<file path="config.mk">
export PLATFORM = sky130hd
export DESIGN_NAME = lfsr_prng
export DESIGN_NICKNAME = d
export VERILOG_FILES = /design/src/rtl/lfsr_prng.sv
export SDC_FILE = /design/constraint.sdc
export NUM_CORES = 1
export LEC_CHECK = 0
export CAP_MARGIN = 15
export CORE_MARGIN = 5
export CORE_UTILIZATION = 40
export CTS_CLUSTER_SIZE = 24
export DETAILED_ROUTE_END_ITERATION = 8
export GPL_ROUTABILITY_DRIVEN = 0
export PLACE_DENSITY = 0.74
export SLEW_MARGIN = 15
export SYNTH_ARGS = -nofsm -noshare
export SYNTH_HDL_FRONTEND = slang
export SYNTH_SLANG_ARGS = --single-unit
</file>
<file path="constraint.sdc">
create_clock -name Clk -period 2.6 [get_ports Clk]
set_clock_uncertainty 0.05 [all_clocks]
set_input_delay 0.39 -clock Clk [delete_from_list [all_inputs] [get_ports Clk]]
set_output_delay 0.39 -clock Clk [all_outputs]
set_load 0.02 [all_outputs]
</file>
<file path="src/rtl/lfsr_prng.sv">
// Fibonacci XNOR LFSR word generator with all-ones escape, valid/ready output
// and a free-running chaining pulse (seed_out) for cascaded generators.
module lfsr_prng #(
    parameter int unsigned      WIDTH        = 9,
    parameter logic [WIDTH-1:0] TAPS         = 9'h108,
    parameter logic [WIDTH-1:0] SEED_DEFAULT = 9'h001,
    parameter int unsigned      STEP         = 9,
    parameter int unsigned      TICK_PERIOD  = 16,
    parameter int unsigned      TICK_THRESH  = 11
) (
    input  logic             Clk,
    input  logic             Reset_n,
    input  logic             en,
    input  logic             seed_load,
    input  logic [WIDTH-1:0] seed,
    input  logic             out_ready,
    output logic             out_valid,
    output logic [WIDTH-1:0] out_data,
    output logic             lockup,
    output logic             seed_out
);

    localparam int unsigned SW = $clog2(STEP + 1);
    localparam int unsigned TW = $clog2(TICK_PERIOD);
    localparam logic [SW-1:0] STEP_LAST = SW'(STEP - 1);
    localparam logic [TW-1:0] TICK_LAST = TW'(TICK_PERIOD - 1);
    localparam logic [TW-1:0] TICK_THR  = TW'(TICK_THRESH);

    typedef enum logic {GEN, VALID} fsm_t;

    fsm_t             fsm_q, fsm_d;
    logic [WIDTH-1:0] lfsr, lfsr_d, lfsr_step;
    logic [SW-1:0]    step_cnt, step_d;
    logic [TW-1:0]    tick_cnt, tick_d;
    logic [WIDTH-1:0] data_d;
    logic             valid_d, lockup_d, seed_out_d;
    logic             all_ones, fb;

    always_comb begin
        all_ones  = &lfsr;
        // Forcing fb low on all-ones guarantees the register can never stick there.
        fb        = all_ones ? 1'b0 : ~^(lfsr & TAPS);
        lfsr_step = {lfsr[WIDTH-2:0], fb};

        fsm_d    = fsm_q;
        lfsr_d   = lfsr;
        step_d   = step_cnt;
        valid_d  = out_valid;
        data_d   = out_data;
        lockup_d = 1'b0;

        if (seed_load) begin
            lfsr_d  = seed;
            step_d  = '0;
            valid_d = 1'b0;
            fsm_d   = GEN;
        end else begin
            case (fsm_q)
                GEN: begin
                    if (en) begin
                        lfsr_d   = lfsr_step;
                        lockup_d = all_ones;
                        if (step_cnt == STEP_LAST) begin
                            step_d  = '0;
                            data_d  = lfsr_step;
                            valid_d = 1'b1;
                            fsm_d   = VALID;
                        end else begin
                            step_d = step_cnt + SW'(1);
                        end
                    end
                end
                VALID: begin
                    if (out_ready) begin
                        valid_d = 1'b0;
                        fsm_d   = GEN;
                    end
                end
                default: fsm_d = GEN;
            endcase
        end

        tick_d     = (tick_cnt == TICK_LAST) ? '0 : tick_cnt + TW'(1);
        seed_out_d = (tick_d >= TICK_THR);
    end

    always_ff @(posedge Clk) begin
        if (!Reset_n) begin
            fsm_q     <= GEN;
            lfsr      <= SEED_DEFAULT;
            step_cnt  <= '0;
            tick_cnt  <= '0;
            out_valid <= 1'b0;
            out_data  <= '0;
            lockup    <= 1'b0;
            seed_out  <= 1'b0;
        end else begin
            fsm_q     <= fsm_d;
            lfsr      <= lfsr_d;
            step_cnt  <= step_d;
            tick_cnt  <= tick_d;
            out_valid <= valid_d;
            out_data  <= data_d;
            lockup    <= lockup_d;
            seed_out  <= seed_out_d;
        end
    end

endmodule

</file>
==> results.ini <==
[detailed_routing]
wl_per_cell_um = 13.5
via_per_inst = 5.33
vias = 1199
drt-initial-drc-count = 41
dr.pass1.iters = 4
drc = 0
wl_um = 3030
postRouteAntennaNets = 0

[timing]
rsz0062_at_grt = no
hold_violations = 0
relSlewSlack_pct = 59.1
fin_crit_ps = 1730
post-route-period-util_pct = 66.7
slew_viol_final = 0
finalSetupTns_ps = 0
setup_viol = 0
fin_ws_ps = 866
worst_pin_slew_ps = 614
fmax_ghz = 0.577

[logic_synthesis]
ys_seq_area_share_pct = 46.7
syn_nets = 171
synthCells = 153
ys_async_sr_fraction_pct = 0
yosysUniqueCellTypes = 29
ys_warn_count = 0
syn_area_um2 = 1290
syn_avg_cell_area_um2 = 8.41
synth_flop_cell = dfxtp_1
ys_ff_latch = 30
synth_edf_count = 0

[setup_path]
worstPathRequired_ps = 2160
max_stage_delay_ps = 610
path_delay_family = buffers and inverters
crit_chain = clkdlybuf4s50_1
critPathBufInv = 1
worst_setup_path_start_kind = flip-flop
crit_arrival_ps = 1290
cp_max_fo = 2
endpoint_kind = output port
slowest_stage = clkdlybuf4s50_1
critPathKind = flip-flop to output port

[die]
rows = 20
io_pins = 26
start_util_pct = 41.8
core_um2 = 3080
dieArea_um2 = 4450
die_h_um = 66.7
die_x_um = 66.7

[placement]
dp_slack_ps = 566
hpwl_um = 2230
port-buffer-count = 25

[layout]
fin_util_pct = 53.2
multiInputGateArea_um2 = 619
fill_cells = 299
drive_gt1_share_pct = 7.18
area_growth_pct = 27.3
regArea_um2 = 601
antennaDiodeCount = 0
final_cell_mix = 30 x dfxtp_1, 25 x nand2_1, 25 x clkdlybuf4s50_1
final_common_cell = dfxtp_1
fin_nets = 198

[clock_tree]
cts_tree = yes
cts_root_buffer = clkbuf_4
postCtsHoldBufs = 0
clk_pin_slew_ps = 100
clock_sinks = 30
cts-buffers-inserted = 5
cts_resized = 0
htreeDepth = 2
clock_latency_ps = 330
clockBufferDepth = 2
cts_setup_buffers = 0

[global_routing]
grt_max_degree = 21
grt_pass1_wl_um = 5140
grt_use_total_pct = 15.1
antenna_found_initial = 0
grt_pass1_vias = 1226
grt_overflow = 0

[pwr]
worst_ir_drop_vdd_mv = 0.361
p_per_area_nw_per_um2 = 532
pwr-share-comb_pct = 9.4
leakage_nw = 0.579
power_frac_seq_pct = 56.5
power_frac_clock_pct = 34.1
p_int_uw = 644
swShare_pct = 26.0
total_power_uw = 871
p_switching_uw = 227

[run_status]
status = finished, final reports clean

[min_path]
hold_class = flip-flop to flip-flop

[run]
drv_cap = 0

[metal layers]
layer	up-vias	GRT usage, %	wire, um
met4	0	6.60	63
met1	559	15.2	1270
met5	-	0	0
li1	600	-	-
met2	32	27.6	1540
met3	8	5.56	159
[synthesized netlist by cell type, types with 2 or more instances]
library cell  instances  area, um2
a21oi_1              16       80.1
a311oi_1             10       87.6
buf_2                 2       10.0
clkbuf_1              5       18.8
dfxtp_1              30        601
ha_1                  4       50.1
inv_1                 7       26.3
nand2_1              25       93.8
nand2b_1              3       18.8
nand3_1              10       50.1
nand4_1               2       12.5
nor2_1               11       41.3
o211ai_1              2       15.0
o21ai_0              11       55.1
[state kept, by name, summed over array words and instances (netlist names)]
signal / cells
fsm_q: 1
lfsr: 9
lockup: 1
out_data: 9
out_valid: 1
seed_out: 1
step_cnt: 4
tick_cnt: 4
[power by group through the flow]
| stage | combinational [mW] | sequential (mW) | clock (mW) |
|---|---|---|---|
| global placement | 0.0774 | 0.501 | 0 |
| finish | 0.0820 | 0.492 | 0.297 |
| global route | 0.0913 | 0.495 | 0.322 |
| floorplan | 0.0466 | 0.498 | 0 |
| detailed placement | 0.0814 | 0.503 | 0 |
| CTS | 0.0821 | 0.492 | 0.305 |
[cell families (layout without fill, tap and decap cells)]
family,Yosys count,after routing,share of synthesized area (%)
AO/OA/AOI/OAI,42,42,20.4
adder cells (fa/ha/maj),4,4,3.89
XOR/XNOR,2,2,1.36
buffers and inverters,15,43,5.16
flip-flops,30,30,46.7
AND/OR/NAND/NOR,60,60,22.5
[through the flow]
step,cells,hold slack (ps),cell area [um2]
2_1_floorplan,153,385,1290
3_3_place_gp,217,395,1570
3_5_place_dp,217,402,1570
4_1_cts,225,416,1640
5_1_grt,225,463,1640
6_report,225,415,1640
[final cells by class]
class	instances	share of cell area [%]
multi-input combinational	108	37.8
tap	44	3.36
inverter	7	1.60
timing repair buffer	28	16.7
clock buffer	6	3.13
clock inverter	2	0.764
sequential	30	36.7
[path summary, 6_finish.rpt]
kind / slack [ps] / depth (start not counted) / endpoint / start
max: 870 / 1 / out_data[0] / out_data[0]
max reg2reg: 910 / 5 / step_cnt[2] / step_cnt[0]
min: 410 / 2 / out_valid / out_valid
min reg2reg: 410 / 2 / out_valid / out_valid
Note: power is estimated with default switching activity, not from simulation.
